## src/rtl/mips_pkg.sv

```systemverilog
`default_nettype none
// ============================================================================
//  Module   : mips_pkg
//  Purpose  : Shared encodings for the multi-cycle MIPS control path:
//             opcodes, R-type function codes, ALU control words and the
//             controller state encodings S0..S11.
//  Revision : 1.0  initial release
// ============================================================================
package mips_pkg;

    // Primary opcodes (IR[31:26])
    localparam logic [5:0] OP_RTYPE = 6'b000000;
    localparam logic [5:0] OP_LW    = 6'b100011;
    localparam logic [5:0] OP_SW    = 6'b101011;
    localparam logic [5:0] OP_BEQ   = 6'b000100;
    localparam logic [5:0] OP_ADDI  = 6'b001000;
    localparam logic [5:0] OP_J     = 6'b000010;

    // R-type function codes (IR[5:0])
    localparam logic [5:0] FUNCT_ADD = 6'b100000;
    localparam logic [5:0] FUNCT_SUB = 6'b100010;
    localparam logic [5:0] FUNCT_AND = 6'b100100;
    localparam logic [5:0] FUNCT_OR  = 6'b100101;
    localparam logic [5:0] FUNCT_SLT = 6'b101010;

    // ALU control words
    localparam logic [3:0] ALU_AND = 4'b0000;
    localparam logic [3:0] ALU_OR  = 4'b0001;
    localparam logic [3:0] ALU_ADD = 4'b0010;
    localparam logic [3:0] ALU_SUB = 4'b0110;
    localparam logic [3:0] ALU_SLT = 4'b0111;
    // Unknown function: the ALU produces 0 for this code
    localparam logic [3:0] ALU_NOP = 4'b1111;

    // ALUSrcB selects
    localparam logic [1:0] SRCB_B      = 2'b00;
    localparam logic [1:0] SRCB_FOUR   = 2'b01;
    localparam logic [1:0] SRCB_IMM    = 2'b10;
    localparam logic [1:0] SRCB_IMMSH2 = 2'b11;

    // PCSrc selects
    localparam logic [1:0] PCSRC_ALURES = 2'b00;
    localparam logic [1:0] PCSRC_ALUOUT = 2'b01;
    localparam logic [1:0] PCSRC_JUMP   = 2'b10;

    // Controller states; codes 12..15 are illegal and recover to FETCH
    typedef enum logic [3:0] {
        S_FETCH    = 4'd0,
        S_DECODE   = 4'd1,
        S_MEMADR   = 4'd2,
        S_MEMREAD  = 4'd3,
        S_MEMWB    = 4'd4,
        S_MEMWRITE = 4'd5,
        S_EXECUTE  = 4'd6,
        S_ALUWB    = 4'd7,
        S_BRANCH   = 4'd8,
        S_ADDIEX   = 4'd9,
        S_ADDIWB   = 4'd10,
        S_JUMP     = 4'd11
    } state_t;

endpackage : mips_pkg
`default_nettype wire

```

## src/rtl/alu_decoder.sv

```systemverilog
`default_nettype none
// ============================================================================
//  Module   : alu_decoder
//  Purpose  : Combinational R-type function-code to ALUControl translation.
//             Unrecognised function codes map to the "produce zero" code so
//             that the write-back still happens, but with a result of 0.
//  Revision : 1.0  initial release
// ============================================================================
module alu_decoder
    import mips_pkg::*;
(
    input  logic [5:0] funct_i,
    output logic [3:0] alu_ctrl_o
);

    // Map the function field onto the ALU operation it requests
    always_comb begin
        alu_ctrl_o = ALU_NOP;
        case (funct_i)
            FUNCT_ADD: alu_ctrl_o = ALU_ADD;
            FUNCT_SUB: alu_ctrl_o = ALU_SUB;
            FUNCT_AND: alu_ctrl_o = ALU_AND;
            FUNCT_OR:  alu_ctrl_o = ALU_OR;
            FUNCT_SLT: alu_ctrl_o = ALU_SLT;
            default:   alu_ctrl_o = ALU_NOP;
        endcase
    end

endmodule : alu_decoder
`default_nettype wire

```

## src/rtl/mips_multicycle_ctrl.sv

```systemverilog
`default_nettype none
// ============================================================================
//  Module   : mips_multicycle_ctrl
//  Purpose  : Moore control FSM for the multi-cycle MIPS datapath. Sequences
//             fetch / decode / execute / memory / write-back and drives every
//             datapath mux select, write enable and the ALUControl word.
//             Outputs are decoded from the current state; Funct is consulted
//             only in EXECUTE and Zero only in BRANCH.
//  Revision : 1.0  initial release
// ============================================================================
module mips_multicycle_ctrl
    import mips_pkg::*;
(
    input  logic       clk,
    input  logic       rst_n,
    input  logic [5:0] Op,
    input  logic [5:0] Funct,
    input  logic       Zero,
    output logic       IorD,
    output logic       MemWrite,
    output logic       IRWrite,
    output logic       RegDst,
    output logic       MemtoReg,
    output logic       RegWrite,
    output logic       ALUSrcA,
    output logic [1:0] ALUSrcB,
    output logic [1:0] PCSrc,
    output logic       PCEn,
    output logic [3:0] ALUControl,
    output logic [3:0] state_o
);

    state_t     state_q;
    state_t     state_d;

    logic [3:0] funct_alu;

    // Raw per-state decode, before the reset gating of the enables
    logic       pcwrite;
    logic       branch;
    logic       irwrite_raw;
    logic       memwrite_raw;
    logic       regwrite_raw;

    alu_decoder u_alu_decoder (
        .funct_i    (funct_alu_src()),
        .alu_ctrl_o (funct_alu)
    );

    // Funct is only meaningful in EXECUTE; pass it straight through
    function automatic logic [5:0] funct_alu_src();
        return Funct;
    endfunction

    // State register; asynchronous clear puts the machine in FETCH
    always_ff @(posedge clk or negedge rst_n) begin
        if (!rst_n) begin
            state_q <= S_FETCH;
        end else begin
            state_q <= state_d;
        end
    end

    // Next-state selection from the current state and the held opcode
    always_comb begin
        state_d = S_FETCH;
        case (state_q)
            S_FETCH: state_d = S_DECODE;
            S_DECODE: begin
                case (Op)
                    OP_LW,
                    OP_SW:    state_d = S_MEMADR;
                    OP_RTYPE: state_d = S_EXECUTE;
                    OP_BEQ:   state_d = S_BRANCH;
                    OP_ADDI:  state_d = S_ADDIEX;
                    OP_J:     state_d = S_JUMP;
                    // Unsupported opcode: drop it and refetch
                    default:  state_d = S_FETCH;
                endcase
            end
            S_MEMADR:   state_d = (Op == OP_LW) ? S_MEMREAD : S_MEMWRITE;
            S_MEMREAD:  state_d = S_MEMWB;
            S_MEMWB:    state_d = S_FETCH;
            S_MEMWRITE: state_d = S_FETCH;
            S_EXECUTE:  state_d = S_ALUWB;
            S_ALUWB:    state_d = S_FETCH;
            S_BRANCH:   state_d = S_FETCH;
            S_ADDIEX:   state_d = S_ADDIWB;
            S_ADDIWB:   state_d = S_FETCH;
            S_JUMP:     state_d = S_FETCH;
            default:    state_d = S_FETCH;
        endcase
    end

    // Per-state output decode; anything not set for a state stays 0
    always_comb begin
        IorD         = 1'b0;
        memwrite_raw = 1'b0;
        irwrite_raw  = 1'b0;
        RegDst       = 1'b0;
        MemtoReg     = 1'b0;
        regwrite_raw = 1'b0;
        ALUSrcA      = 1'b0;
        ALUSrcB      = SRCB_B;
        PCSrc        = PCSRC_ALURES;
        ALUControl   = ALU_ADD;
        pcwrite      = 1'b0;
        branch       = 1'b0;
        case (state_q)
            S_FETCH: begin
                ALUSrcB     = SRCB_FOUR;
                irwrite_raw = 1'b1;
                pcwrite     = 1'b1;
            end
            S_DECODE: begin
                // Branch target is precomputed here into ALUOut
                ALUSrcB = SRCB_IMMSH2;
            end
            S_MEMADR: begin
                ALUSrcA = 1'b1;
                ALUSrcB = SRCB_IMM;
            end
            S_MEMREAD: begin
                IorD = 1'b1;
            end
            S_MEMWB: begin
                MemtoReg     = 1'b1;
                regwrite_raw = 1'b1;
            end
            S_MEMWRITE: begin
                IorD         = 1'b1;
                memwrite_raw = 1'b1;
            end
            S_EXECUTE: begin
                ALUSrcA    = 1'b1;
                ALUControl = funct_alu;
            end
            S_ALUWB: begin
                RegDst       = 1'b1;
                regwrite_raw = 1'b1;
            end
            S_BRANCH: begin
                ALUSrcA    = 1'b1;
                ALUControl = ALU_SUB;
                PCSrc      = PCSRC_ALUOUT;
                branch     = 1'b1;
            end
            S_ADDIEX: begin
                ALUSrcA = 1'b1;
                ALUSrcB = SRCB_IMM;
            end
            S_ADDIWB: begin
                regwrite_raw = 1'b1;
            end
            S_JUMP: begin
                PCSrc   = PCSRC_JUMP;
                pcwrite = 1'b1;
            end
            default: begin
                // Illegal encoding: everything at its idle value
                ALUControl = ALU_ADD;
            end
        endcase
    end

    // Enables are gated by reset so nothing is written while rst_n is low,
    // including the moment reset is asserted mid-instruction
    always_comb begin
        IRWrite  = irwrite_raw  & rst_n;
        MemWrite = memwrite_raw & rst_n;
        RegWrite = regwrite_raw & rst_n;
        PCEn     = (pcwrite | (branch & Zero)) & rst_n;
    end

    assign state_o = state_q;

endmodule : mips_multicycle_ctrl
`default_nettype wire
```

## config.mk

```make
export PLATFORM = sky130hd
export DESIGN_NAME = mips_multicycle_ctrl
export DESIGN_NICKNAME = d
export VERILOG_FILES = /design/src/rtl/mips_pkg.sv /design/src/rtl/alu_decoder.sv /design/src/rtl/mips_multicycle_ctrl.sv
export SDC_FILE = /design/constraint.sdc
export NUM_CORES = 1
export LEC_CHECK = 0
export BUFFER_PORTS_ARGS = -buffer_cell sky130_fd_sc_hd__buf_2
export CAP_MARGIN = 40
export CORE_MARGIN = 2
export CORE_UTILIZATION = 36
export CTS_CLUSTER_DIAMETER = 200
export DETAILED_ROUTE_END_ITERATION = 6
export GPL_TIMING_DRIVEN = 0
export PLACE_DENSITY = 0.72
export SLEW_MARGIN = 20
export SYNTH_ARGS = -nofsm -noshare
export SYNTH_HDL_FRONTEND = slang
export SYNTH_HIERARCHICAL = 1
export SYNTH_SLANG_ARGS = --single-unit
```

## constraint.sdc

```tcl
create_clock -name clk -period 1.41 [get_ports clk]
set_clock_uncertainty 0.15 [all_clocks]
set_input_delay 0 -clock clk [delete_from_list [all_inputs] [get_ports clk]]
set_output_delay 0 -clock clk [all_outputs]
set_load 0.01 [all_outputs]
```

Word level (Yosys, flattened, before mapping) --
Index checks and enable logic that the tools add are counted.
Word-level totals: flip-flop bits (word level) 4, input bits 15, word-level logic and storage cells 52
Cells by class: equal/unequal tests 21, mux-type cells 16, bitwise logic cells 6, reduce and logical (&&, ||, !) cells 8
Operators by type and width (number):
- 6-bit equality test (second input constant) | 7
- 4-bit case mux with 5 select lines | 2
- 4-bit case mux with 6 select lines | 1
- 4-bit by 3-bit equality test with 1-bit output (second input constant) | 4
- 4-bit equality test (second input constant) | 4
- 1-bit two-way mux | 9
- 4-bit by 2-bit equality test with 1-bit output (second input constant) | 2
- 4-bit case mux with 2 select lines | 1
- 2-bit OR reduction | 4
- 6-bit by 2-bit equality test with 1-bit output (second input constant) | 1
- 6-bit by 3-bit equality test with 1-bit output (second input constant) | 1
- 6-bit by 4-bit equality test with 1-bit output (second input constant) | 1
- 6-bit logical NOT | 1
- 2-bit case mux with 3 select lines | 1
- 1-bit bitwise AND | 5
- 4-bit by 1-bit equality test with 1-bit output (second input constant) | 1
- 4-bit logical NOT | 1
- 2-bit case mux with 2 select lines | 1
- 4-bit OR reduction | 1
- 3-bit two-way mux | 1
- 3-bit OR reduction | 1
- 1-bit bitwise OR | 1

Longest topological paths before layout --
word-level depth 5, mapped depth 4, depth with buffers taken out 3

Hierarchy --
Netlist, hierarchy kept.
Modules (own cells, without submodules):
- mips_multicycle_ctrl | instances 1, cells an instance 65, area each 501.7 um2, sequential area each 100.1 um2
- alu_decoder | instances 1, cells an instance 9, area each 61.3 um2, sequential area each 0.0 um2

Worst setup path after synthesis --
Ideal clock, no wire load.
path type flip-flop to output port, start point register state_q[1] (netlist: state_o[1]), end point output PCEn, arrival time 1.322 ns, required time 1.260 ns, path slack -0.062 ns, cell stages (with the launch flop) 4, buffers on the path 0, path through dfrtp_1 > or4_1 > nor2_2 > o21bai_1
Between the ends: longest elaborated chain between the ends 5
Ends and longest elaborated chain:
- start, declared | line mips_multicycle_ctrl.sv:33 | state_t state_q;
- start signal, assigned | line mips_multicycle_ctrl.sv:60 | state_q <= state_d;
- 4-bit equality test / 4-bit logical NOT (equally long branches) | line mips_multicycle_ctrl.sv:109 | case (state_q)
- 2-bit OR reduction (no source line) / 1-bit two-way mux (equally long branches)
- 1-bit two-way mux / 1-bit bitwise AND (equally long branches) | line mips_multicycle_ctrl.sv:109, mips_multicycle_ctrl.sv:172
- 1-bit bitwise OR (*) | line mips_multicycle_ctrl.sv:172 | PCEn = (pcwrite | (branch & Zero)) & rst_n;
- 1-bit bitwise AND (*) | line mips_multicycle_ctrl.sv:172
- end, declared | line mips_multicycle_ctrl.sv:28 | output logic PCEn,
Every way passes the cells marked *; elsewhere a longest branch is shown, timed or not.

Worst setup path in the final report --
Ends and elaborated chain as after synthesis.

==> metrics.yaml <==
synthTopCellsByArea: "dfrtp_1 (18%), nor4b_2 (8.0%), nor2_1 (4.7%), a21oi_1 (4.4%), and4b_1 (3.6%)"
clock_power_share_pct: 11.8
rsz0062_at_grt: "true"
dp_cells: 124
vias_per_cell: 5.32
p_comb_share_pct: 75.4
seq_power_share_pct: 12.8
rows: 14
dr.pass1.iters: 4
synth_flop_cell: "dfrtp_1"
worst_setup_path_start_kind: "register"
drt-total-wl_um: 2200
start_util_pct: 37.8
clk_path_buf_depth: 2
dp_hpwl_um: 1170
grt_pass1_wl_um: 3270
final.setup.worst_slack_ns: -0.317
cts.sink_count: 4
finalMaxSlewViolations: 0
critical_path_class: "reg2out"
grt_usage_pct: 22.5
instances_no_fill: 155
dieHeight_um: 43.5
vdd.ir_drop.worst_v: 0.000885
clock_latency_ns: 0.25
synth-seq-area-share_pct: 17.8
cts_max_level: 1
max_freq_mhz: 579
fillCellCount: 102
nets: 155
largest_reg_flops: 4
clkTransAtPathRegs_ns: 0.05
clock-root-buffer: "clkbuf_4"
seq_area_um2: 105
finalCritPeriodShare_pct: 122
synth_nets: 89
violations: "setup timing"
synth.distinct_cells: 37
cp_data_arrival_time_ns: 1.58
worstMarginPinSlew_ns: 0.376
ys_warn_count: 6
cts_buffers: 3
setup_viol: 19
p_sw_share_pct: 40.9
status: "complete, but fails checks"
synth_cells: 74
drc: 0
wl_per_cell_um: 14.2
hold_viol: 0
n_antenna_cell: 0
p_switching_uw: 594
synth-seq-cells: 4
cts_tree: "yes"
die_x_um: 43.5
yosysTopAreaCell: "dfrtp_1"
grt_max_degree: 11
powerDensity_mw_per_mm2: 1210
port-buffer-count: 34
grt_overflow_total: 0
grt_pass1_vias: 799
core-area_mm2: 0.00149
yosysTopAreaCellShare_pct: 17.8
antenna_found_initial: 0
syn_area_um2: 563
final.min_clock_period_ns: 1.73
dieArea_mm2: 0.00190
p_int_uw: 858
synth_enable_flop_cells: 0
drtIter0Drc: 4
synth-async-reset-ratio_pct: 100
hold_class: "in2out"
cp-end-kind: "primary output"
leakagePower_nw: 0.570
pin_count: 35
maxCapViolations: 0
syn_to_final_growth_pct: 113
dp_slack_ns: -0.0911
multiInputGateArea_um2: 533
cp_max_fo: 4
slew_headroom_pct: 74.8
required_ns: 1.26
drive_above_1_share_pct: 63.3
syn_area_per_cell_um2: 7.61
routabilityCongestion: 0.773
ant_nets: 0
vias: 824
-- cells by family (layout without fill, tap and decap cells) --
group,Yosys count,after routing,synth area share (%)
flip-flops,4,4,17.8
multiplexers,1,1,1.78
buffers and inverters,7,72,6.67
AO/OA/AOI/OAI,17,17,18.7
XOR/XNOR,3,3,4.67
AND/OR/NAND/NOR,42,42,50.4
-- layout by cell type, fill, tap and decap left out, drive strengths merged, types with 4 or more instances in the layout --
cell / n
buf: 57
dlygate4sd3: 8
nor2: 8
nand2: 6
a21oi: 5
o21ai: 5
dfrtp: 4
clkbuf: 4
nor3: 4
-- repair_timing --
item                                    CTS  global route
gates cloned                              0             0
pin swaps                                12             9
endpoints found under the setup margin   16            20
resized for setup                        25            16
hold buffers                              8             0
setup buffers                            14             5
endpoints found under the hold margin     8             0
-- routing by layer --
layer	vias up	global-route usage (%)	wire length, um	share of wire (%)
met5	-	0	0	0
met4	0	10.3	15	0.68
met3	2	0.833	87	4.0
met2	31	43.8	1180	54
met1	388	24.3	914	42
li1	403	-	-	-
-- power groups by stage --
| stage | clock (mW) | combinational (mW) | sequential (mW) |
|---|---|---|---|
| global placement | 0 | 0.559 | 0.196 |
| detailed placement | 0 | 0.569 | 0.196 |
| finish | 0.171 | 1.09 | 0.187 |
| CTS | 0.170 | 0.923 | 0.185 |
| floorplan | 0 | 0.375 | 0.200 |
| global route | 0.186 | 1.15 | 0.191 |
-- final timing paths --
kind | from | end | slack (ns) | cells after the start
worst max-delay path | state_o[1] | PCEn | -0.32 | 4
worst min-delay path | Zero | PCEn | 0.20 | 4
worst max register to register | state_o[1] | state_o[0] | -0.19 | 5
worst min register to register | state_o[2] | state_o[3] | 0.63 | 4
max in group asynchronous | rst_n | state_o[2] | 0.35 | 3
min in group asynchronous | rst_n | state_o[3] | 0.56 | 3
-- worst max-delay path, stage by stage, from the launching register on --
cell      delay, ns
dfrtp_2        0.44
or4_4          0.54
nor2_4         0.10
o21bai_2       0.11
buf_2          0.14
-- cell type report --
cell class                 instances  area share, %
buffer                             4           4.06
clock buffer                       4           2.19
inverter                           3          0.938
timing repair buffer              61           38.0
tap                               16           1.67
multi-input combinational         63           44.4
sequential                         4           8.75
-- cells in the mapped netlist (3+ instances only) --
library cell	n
buf_2	3
a21oi_1	5
o21ai_0	3
nor3_1	4
nand2_1	5
nor4b_2	3
nand2b_1	3
nor2_1	7
dfrtp_1	4
-- per-stage QoR --
stage	utilization (%)	hold WS (ns)	power [mW]	instance area (um^2)	TNS [ns]
final	80.7	0.205	1.45	1200	-2.86
after global routing	80.7	0.214	1.53	1200	-3.94
after CTS	73.7	0.199	1.28	1100	-2.63
after detailed placement	51.5	-0.325	0.765	767	-0.140
after global placement	51.5	-0.327	0.755	767	-0.112
after floorplan	-	-0.446	0.575	577	-0.0316
Note: power is estimated with default switching activity, not from simulation.
